<file path="config.mk">
export PLATFORM = sky130hd
export DESIGN_NAME = word_frame
export DESIGN_NICKNAME = d
export VERILOG_FILES = /design/src/rtl/link_pkg.sv /design/src/rtl/word_frame_oreg.sv /design/src/rtl/word_frame.sv
export SDC_FILE = /design/constraint.sdc
export NUM_CORES = 1
export LEC_CHECK = 0
export CORE_MARGIN = 8
export CORE_UTILIZATION = 30
export DETAILED_ROUTE_END_ITERATION = 12
export PLACE_DENSITY = 0.54
export REMOVE_ABC_BUFFERS = 1
export SLEW_MARGIN = 20
export SYNTH_ARGS = -nofsm -noshare
export SYNTH_HDL_FRONTEND = slang
export SYNTH_SLANG_ARGS = --single-unit
</file>
<file path="constraint.sdc">
create_clock -name clk -period 6.25 [get_ports clk]
set_input_delay 1.875 -clock clk [delete_from_list [all_inputs] [get_ports clk]]
set_output_delay 1.875 -clock clk [all_outputs]
set_load 0.005 [all_outputs]
</file>
<file path="src/rtl/link_pkg.sv">
// -----------------------------------------------------------------------------
// link_pkg: word constants and framer states shared by both ends of the link.
// Rev 1.0
// -----------------------------------------------------------------------------
`default_nettype none

package link_pkg;

  localparam int LINK_BW = 64;

  localparam logic [LINK_BW-1:0] LINK_SYNC_WORD = 64'hD5A5_5A5A_A55A_5AD5;
  localparam logic [LINK_BW-1:0] LINK_IDLE_WORD = 64'h0707_0707_0707_0707;

  typedef enum logic [1:0] {
    TRAIN   = 2'd0,
    PAYLOAD = 2'd1,
    SYNC    = 2'd2
  } link_state_t;

endpackage

`default_nettype wire

</file>
<file path="src/rtl/word_frame_oreg.sv">
// -----------------------------------------------------------------------------
// word_frame_oreg: word+mark output register that holds under back-pressure.
// Rev 1.0
// -----------------------------------------------------------------------------
`default_nettype none

module word_frame_oreg #(
  parameter int BW = 64
) (
  input  logic          clk,
  input  logic          rst,
  input  logic [BW-1:0] d_word,
  input  logic          d_mark,
  input  logic          pull,
  output logic          adv,
  output logic [BW-1:0] q_word,
  output logic          q_mark,
  output logic          valid
);

  assign adv = ~valid | pull;

  // Once valid, every advance reloads; the line is never left empty.
  always_ff @(posedge clk or posedge rst) begin
    if (rst) begin
      q_word <= '0;
      q_mark <= 1'b0;
      valid  <= 1'b0;
    end else if (adv) begin
      q_word <= d_word;
      q_mark <= d_mark;
      valid  <= 1'b1;
    end
  end

endmodule

`default_nettype wire

</file>
<file path="src/rtl/word_frame.sv">
// -----------------------------------------------------------------------------
// word_frame: training burst, periodic sync insertion and idle fill for the link.
// Rev 1.0
// -----------------------------------------------------------------------------
`default_nettype none

module word_frame
  import link_pkg::*;
#(
  parameter int            BW        = LINK_BW,
  parameter int            FRAME_LEN = 256,
  parameter int            TRAIN_LEN = 64,
  parameter logic [BW-1:0] SYNC_WORD = LINK_SYNC_WORD,
  parameter logic [BW-1:0] IDLE_WORD = LINK_IDLE_WORD
) (
  input  logic          clk,
  input  logic          rst,
  input  logic          init,
  input  logic [BW-1:0] din,
  input  logic          dipush,
  output logic          dipull,
  output logic [BW-1:0] dout,
  output logic          dopush,
  input  logic          dopull,
  output logic          sync_mark,
  output logic          training,
  output logic          collide
);

  localparam int FW = $clog2(FRAME_LEN + 1);
  localparam int TW = $clog2(TRAIN_LEN + 1);
  localparam logic [FW-1:0] FRAME_LAST = FW'(FRAME_LEN - 1);
  localparam logic [TW-1:0] TRAIN_LAST = TW'(TRAIN_LEN - 1);

  link_state_t   state, state_n;
  logic [TW-1:0] train_cnt, train_n;
  logic [FW-1:0] pay_cnt, pay_n;
  logic          collide_n;
  logic          adv;
  logic [BW-1:0] load_word;
  logic          load_mark;

  assign dipull   = adv & dipush & (state == PAYLOAD);
  assign training = (state == TRAIN);

  always_ff @(posedge clk or posedge rst) begin
    if (rst) begin
      state     <= TRAIN;
      train_cnt <= '0;
      pay_cnt   <= '0;
      collide   <= 1'b0;
    end else begin
      state     <= state_n;
      train_cnt <= train_n;
      pay_cnt   <= pay_n;
      collide   <= collide_n;
    end
  end

  // Sync is the default load; a retrain that catches no payload keeps the line in sync words.
  always_comb begin
    state_n   = state;
    train_n   = train_cnt;
    pay_n     = pay_cnt;
    collide_n = collide;
    load_word = SYNC_WORD;
    load_mark = 1'b1;

    if (dipull) begin
      load_word = din;
      load_mark = 1'b0;
      if (din == SYNC_WORD) collide_n = 1'b1;
    end

    unique case (state)
      TRAIN: begin
        if (init) begin
          train_n   = '0;
          collide_n = 1'b0;
        end else if (adv) begin
          if (train_cnt == TRAIN_LAST) begin
            state_n = PAYLOAD;
            train_n = '0;
            pay_n   = '0;
          end else begin
            train_n = train_cnt + TW'(1);
          end
        end
      end
      PAYLOAD: begin
        if (init) begin
          state_n = TRAIN;
          train_n = '0;
          pay_n   = '0;
        end else if (adv) begin
          if (dipull) begin
            pay_n = pay_cnt + FW'(1);
            if (pay_cnt == FRAME_LAST) state_n = SYNC;
          end else begin
            load_word = IDLE_WORD;
            load_mark = 1'b0;
          end
        end
      end
      SYNC: begin
        if (init) begin
          state_n = TRAIN;
          train_n = '0;
          pay_n   = '0;
        end else if (adv) begin
          state_n = PAYLOAD;
          pay_n   = '0;
        end
      end
      default: begin
        state_n = TRAIN;
        train_n = '0;
        pay_n   = '0;
      end
    endcase
  end

  word_frame_oreg #(
    .BW(BW)
  ) u_oreg (
    .clk   (clk),
    .rst   (rst),
    .d_word(load_word),
    .d_mark(load_mark),
    .pull  (dopull),
    .adv   (adv),
    .q_word(dout),
    .q_mark(sync_mark),
    .valid (dopush)
  );

endmodule

`default_nettype wire

</file>
After elaboration in Yosys (flattened, before gate mapping)
Index checks and enable logic that the tools add are counted.
Storage, ports and cells
  register bits after elaboration: 85
  word-level logic and storage cells: 68
Operators by class
  add/sub/neg operators: 2
  equality and inequality tests: 14
  multiplexer cells: 36
  bitwise gates (word level): 4
  reduce and logical (&&, ||, !) cells: 5
Operators with widths (count)
  $mux W64: 4
  $mux W9: 8
  $eq A64 B64 Y1 const B: 1
  $mux W7: 4
  $pmux W9 S3: 1
  $mux W2: 9
  $pmux W7 S2: 1
  $add A9 B1 Y9 const B: 1
  $eq A9 B8 Y1 const B: 1
  $ne A3 B3 Y1 const B: 3
  $mux W1: 8
  $add A7 B1 Y7 const B: 1
  $eq A7 B6 Y1 const B: 1
  $reduce_and A7 Y1: 1
  $ne A2 B1 Y1 const B: 3
  $ne A3 B2 Y1 const B: 2
  $pmux W2 S3: 1
  $reduce_and A6 Y1: 1
  $and A1 B1 Y1: 2
  $eq A2 B1 Y1 const B: 1
  $eq A2 B2 Y1 const B: 1
  $logic_not A2 Y1: 1
  $ne A2 B2 Y1 const B: 1
  $reduce_and A2 Y1: 1
  other kinds (3): 3

Logic depth before layout (Yosys ltp)
  word-level depth: 8
  depth in mapped cells: 8
  gate-level depth less buffers: 6

Hierarchy
A second synthesis with hierarchy kept.
Second synthesis, totals
  cell total of the unflattened synthesis: 383
  area total of the unflattened synthesis: 4464.3 um2
By module, submodules not included
  word_frame_oreg: instances 1, cells an instance 141, area each 2617.5 um2, seq. area each 1651.6 um2
  word_frame: instances 1, cells an instance 242, area each 1846.8 um2, seq. area each 475.5 um2

Worst setup path after synthesis
OpenSTA, ideal clock, no wires.
  kind: input -> output
  start point: in dipush
  end point: out dipull
  data arrival time: 2.664 ns
  data required time: 4.375 ns
  setup slack: 1.711 ns
  cell stages on the path: 4
  buffers on the path: 2
  path through: clkbuf_1 -> nand3_1 -> inv_1 -> buf_1
On the way
  cells in the longest elaborated chain, start to end: 2
Ends and longest elaborated chain
  from (decl): RTL line word_frame.sv:20  | input logic dipush,
  $and A1 B1 Y1 (2 in a row): RTL line word_frame.sv:43  | assign dipull = adv & dipush & (state == PAYLOAD);
  to (decl): RTL line word_frame.sv:21  | output logic dipull,
Every way passes these cells.

Worst setup path after layout
Same ends and word-level chain as after synthesis.

==> flow_summary.yaml <==
cts:
  clock-sinks: 85
  cts_tree: "built"
  path_clk_slew_ps: 60
  post_cts_resized: 0
  cts_made_buffers: 9
  holdBufCountCts: 0
  cts_root_buf: "clkbuf_16"
  htree_levels: 3
  clk_latency_ps: 340
  clock_path_buffers: 2
  cts_setup_buffers: 0
synth:
  synthXorXnorAreaFrac_pct: 0.229
  yosysUniqueCellTypes: 48
  postSynth.asyncResetShare_pct: 100
  syn_inst: 338
  ys_warn_count: 0
  synth-simple-area-share_pct: 13.8
  synth_compound_area_share_pct: 22.5
  syn_area_mm2: 0.00383
  synth_edf_count: 0
  synth_fa_ha_area_share_pct: 2.29
  synth_top_family_by_area: "compound AO/OA/AOI/OAI gates"
  synth_ff_type: "dfrtp_1"
  avgSynthCellArea_um2: 11.3
  ys_seq_area_share_pct: 55.6
  muxShareOfSynthArea_pct: 1.93
  ys_seq_elements: 85
critical_path:
  cp_max_fo: 17
  criticalPathCategory: "in2out"
  rrSetupSlack_ps: 3960
  reg2reg_from: "state[1]"
  ff2ff_path_depth: 6
  required_ps: 4380
  reg2reg_to: "state[0]"
  cp_data_arrival_time_ps: 3370
  end_kind: "output pin"
  cp-start-kind: "primary input"
run:
  cap_violations: 0
grt:
  grt.overflow.total: 0
  grt_use_total_pct: 15.6
  grt_pass1_vias: 3381
  grt_pass1_wl_um: 19700
  grt_max_degree: 58
  grt_antenna_before_repair: 0
sta:
  rsz0062_at_grt: "false"
  hold_viol_final: 0
  slew_viol_final: 0
  worstMarginPinSlew_ps: 948
  setup_tns_ps: 0
  layout_min_cycle_time_ps: 5240
  finalSetupViolCount: 0
  skew_ps: 6.37
  fmax_ghz: 0.191
  post-route-period-util_pct: 83.9
  relSlewSlack_pct: 36.6
hold_path:
  hold_start: "u_oreg.q_mark"
  min_to: "u_oreg.q_mark"
  hold_path.class: "reg2reg"
  hold_path_depth: 1
route:
  avgRoutedWirePerCell_um: 19.5
  drc_errors: 0
  antenna_left: 0
  finalWirelength_um: 12600
  vias: 3344
  drtIter0Drc: 204
  dr.pass1.iters: 6
  drt-vias-per-instance: 5.18
final_layout:
  multiInputGateArea_mm2: 0.00156
  insertedDiodeCount: 0
  fill_cells: 1219
  final_util_pct: 45.5
  layout_common_cells: "clkdlybuf4s50_1 (137), dfrtp_1 (85), nand2_1 (24)"
  layout.nets: 545
  mostFrequentLayoutCell: "clkdlybuf4s50_1"
  layout.area.seq_mm2: 0.00213
  syn2layout_area_growth_pct: 48.7
  final_cells: 646
  drive_above_1_share_pct: 6.54
placed_design:
  place.port_buffers: 137
  dp.cells: 630
  dp_hpwl_um: 9150
  gp_congestion: 0.774
power_and_ir_drop:
  power_density_mw_per_mm2: 349
  vdd_drop_max_mv: 0.186
  p_leak_uw: 0.00227
floorplanning:
  die_area_mm2: 0.0166
  row_count: 41
  initial_utilization_pct: 30.6
  dieHeight_um: 129
  coreArea_mm2: 0.0125
  top_level_ports: 138
  die_w_um: 129
run_status:
  status: "completed"
power by group:
part           total (uW)  switching (uW)  internal, uW  leakage (uW)
Combinational         661             294           366       0.00107
Sequential            749            77.4           672       0.00104
Clock                 579             219           360      0.000158
Total                1990             591          1400       0.00227
layer usage:
metal / up-vias / global-route usage [%] / routed length (um)
met1: 1680 / 19.0 / 5400
li1: 1554 / - / -
met3: 12 / 5.13 / 762
met5: - / 0 / 0
met2: 98 / 24.8 / 6130
met4: 0 / 6.43 / 313
cell families (layout without fill, tap and decap cells):
family                     after synthesis  after routing
AOI/OAI and AO/OA                      112            112
other                                    1              1
buffers and inverters                   34            170
and+or+nand+nor                         91             91
muxes                                    7              7
adders and majority gates                7              7
DFF                                     85             85
xor gates and xnor gates                 1              1
registers in the layout (all words and copies together), names as in the netlist:
signal and flops:
collide 1, pay_cnt 9, state 2, train_cnt 7, u_oreg.q_mark 1, u_oreg.q_word 64
u_oreg.valid 1
stage by stage:
| stage | instance area [um2] | hold slack, ps | total power, uW | setup WS (ps) |
|---|---|---|---|---|
| 2_1_floorplan | 3730 | 454 | 1020 | 1080 |
| 3_3_place_gp | 5370 | 462 | 1420 | 980 |
| 3_5_place_dp | 5370 | 474 | 1430 | 989 |
| 4_1_cts | 5690 | 489 | 2020 | 979 |
| 5_1_grt | 5690 | 511 | 2100 | 906 |
| 6_report | 5690 | 485 | 1990 | 1010 |
area by class of cell:
type	count	share of cell area (%)
Sequential cell	85	37.4
Multi-Input combinational cell	219	27.5
Timing Repair Buffer	144	25.0
Clock buffer	10	4.20
Tap cell	172	3.78
Clock inverter	6	1.52
Inverter	10	0.681
worst max-delay path by stage:
stage	from	endpoint	slack, ps	cells past startpoint
after global routing	dipush	dipull	910	5
after detailed placement	dipush	dipull	990	5
after global placement	dipush	dipull	980	5
after floorplan	dopull	dipull	1080	3
after CTS	dipush	dipull	980	5
final	dipush	dipull	1010	5
worst max-delay path: stages:
cell and delay, ps:
clkdlybuf4s50_1 480, buf_4 230, nand3_1 120, inv_1 100
clkdlybuf4s50_1 560
Yosys cell counts, types with 6 or more instances:
master    count  area [um2]
dfrtp_1      85        2130
nand2_1      24        90.1
a221o_1      23         230
a21oi_1      22         110
a22o_1       21         184
o21ai_0      17        85.1
clkbuf_1     16        60.1
o22a_1       13         114
nor2_1       12        45.0
inv_1        10        37.5
nand3_1       8        40.0
ha_1          7        87.6
nand4_1       6        37.5
(Power assumes the default switching activity.)
==> edit: new RTL, same flow settings <==
Register the output `dout`; this adds one clock of latency there. The other outputs are not delayed to match.
--- a/src/rtl/word_frame.sv
+++ b/src/rtl/word_frame.sv
@@ -33,2 +33,4 @@
   localparam logic [TW-1:0] TRAIN_LAST = TW'(TRAIN_LEN - 1);
+
+  logic [BW-1:0] dout_d;
 
@@ -131,3 +133,3 @@
     .adv   (adv),
-    .q_word(dout),
+    .q_word(dout_d),
     .q_mark(sync_mark),
@@ -135,2 +137,6 @@
   );
+
+  always_ff @(posedge clk) begin
+    dout <= dout_d;
+  end
 
Function: changed (a bounded check fails within 4 cycles, from zero or initial values and one cycle with rst high).
==> edit against the unedited design <==
  * Utilization shrank 2.1 points
  * Wire length grew 15%
  * Sequential cell count grew 64
  * Non-clock buffer count shrank 1
  * Synthesized cell count grew 30%
  * Clock power grew 83%
  * Final cell count grew 26%
  * Area after synthesis grew 36%
  * Total power grew 46%
  * Setup slack lost 0.073 ns
  * Cell area grew 30%
==> edit: results (changes against the unedited design) <==
Outcome
  • Outcome: finished clean

Setup path
  • R2R Path End: pay_cnt[4]
  • CP arrival: 3.44 ns (+0.07 ns)
  • CP Max Fanout: 3 (-14)
  • Flop2flop setup slack: 3.88 ns (-0.08 ns)
  • R2R depth: 5 (-1)

Drt
  • Met2 wire length: 6.72 mm (+9.7%)
  • Routed length on met1: 6.45 mm (+19%)
  • Met3 WL post-DR: 1.12 mm (+47%)
  • First DRT Iteration DRCs: 172 (-16%)
  • First-pass DRT Iterations: 4 (-2)

Global routing
  • Largest net degree at the start of global routing: 61 (+5.2%)
  • Vias in the first global route: 4,086 (+21%)
  • Met3 Use GR: 0.0474 (-0.00392)
  • Tot GR Track Use: 0.135 (-0.0207)

Logic synthesis
  • Post-synth top cells: dfrtp_1 (85), dfxtp_1 (64), o21ai_0 (38), a21oi_1 (31), nor2_1 (29)
  • Async SR Flop Fraction: 0.570 (-0.430)
  • Synth Area in XOR/XNOR: 0 (-0.00229)
  • Synth cell types: 55 (+15%)
  • Post-synthesis compound-gate area fraction: 0.163 (-0.0619)
  • Sequential element share of the synthesized area: 0.655 (+0.0991)
  • Adder-cell share of the synthesized area: 0.0168 (-0.00606)
  • Post-synthesis mux area share: 0.00865 (-0.0106)
  • Top cells by area, synth: dfrtp_1 (41%), dfxtp_1 (25%), o21ai_0 (3.7%)

Placed design
  • Routability cong.: 0.832 (+7.4%)
  • Number of instances in the placed design: 784 (+24%)
  • Final HPWL DP: 10.1 mm (+11%)

Pwr
  • Worst IR Drop VDD: 201 µV (+7.7%)
  • Pint: 2.16 mW (+55%)

Clocking
  • Num CTS Buffers: 17 (+8)
  • H-tree depth: 4 (+1)

Timing
  • Layout Skew: 0.00963 ns (+0.00326 ns)

Min path
  • HP Start: u_oreg.q_word[25]
  • WHS Endpoint: dout[25]

Cells and area
  • Final nets: 654 (+20%)
  • Fraction of layout cells with a size suffix above 1: 0.0763 (+0.0109)
  • Top flop regs: dout (64), u_oreg.q_word (64), pay_cnt (9)
## edit: power by group through the flow
stage | logic [mW] | clock network, mW | registers (mW)
after detailed placement | 0.611 | 0 | 1.27
after floorplan | 0.240 | 0 | 1.26
after global routing | 0.653 | 1.13 | 1.27
final | 0.599 | 1.06 | 1.25
after global placement | 0.605 | 0 | 1.26
after CTS | 0.614 | 1.08 | 1.25
## edit: worst max path at each step
stage,cells after the start,slack [ns],startpoint,to
after CTS,5,0.92,dopull,dipull
final,5,0.93,dopull,dipull
after detailed placement,5,0.92,dopull,dipull
after global routing,5,0.90,dopull,dipull
after global placement,5,0.93,dopull,dipull
after floorplan,3,0.52,dopull,dipull
## edit: cell families (layout without fill, tap and decap cells)
logic type,after synthesis,in the layout
adder cells (fa/ha/maj),7,7
multiplexers,4,4
buffers and inverters,33,183
other,1,1
AND/OR/NAND/NOR,121,121
flip-flops,149,149
AO/OA/AOI/OAI,125,125
## edit: layout make-up
class / instances / area [µm²] / area share
Clock buffer: 24 / 502 / 0.0676
Clock inverter: 7 / 119 / 0.0160
Inverter: 9 / 36.3 / 0.00489
Multi-Input combinational cell: 258 / 1660 / 0.224
Sequential cell: 149 / 3410 / 0.459
Tap cell: 225 / 282 / 0.0379
Timing Repair Buffer: 143 / 1420 / 0.191
## edit: through the flow
step | utilization | setup slack, ns | power [mW] | instance area, µm² | hold slack, ns
global route | 0.434 | 0.896 | 3.05 | 7420 | 0.379
floorplan | - | 0.516 | 1.50 | 5100 | 0.347
global placement | 0.397 | 0.928 | 1.87 | 6800 | 0.352
CTS | 0.434 | 0.915 | 2.95 | 7420 | 0.367
detailed placement | 0.397 | 0.916 | 1.88 | 6800 | 0.353
finish | 0.434 | 0.934 | 2.91 | 7420 | 0.365
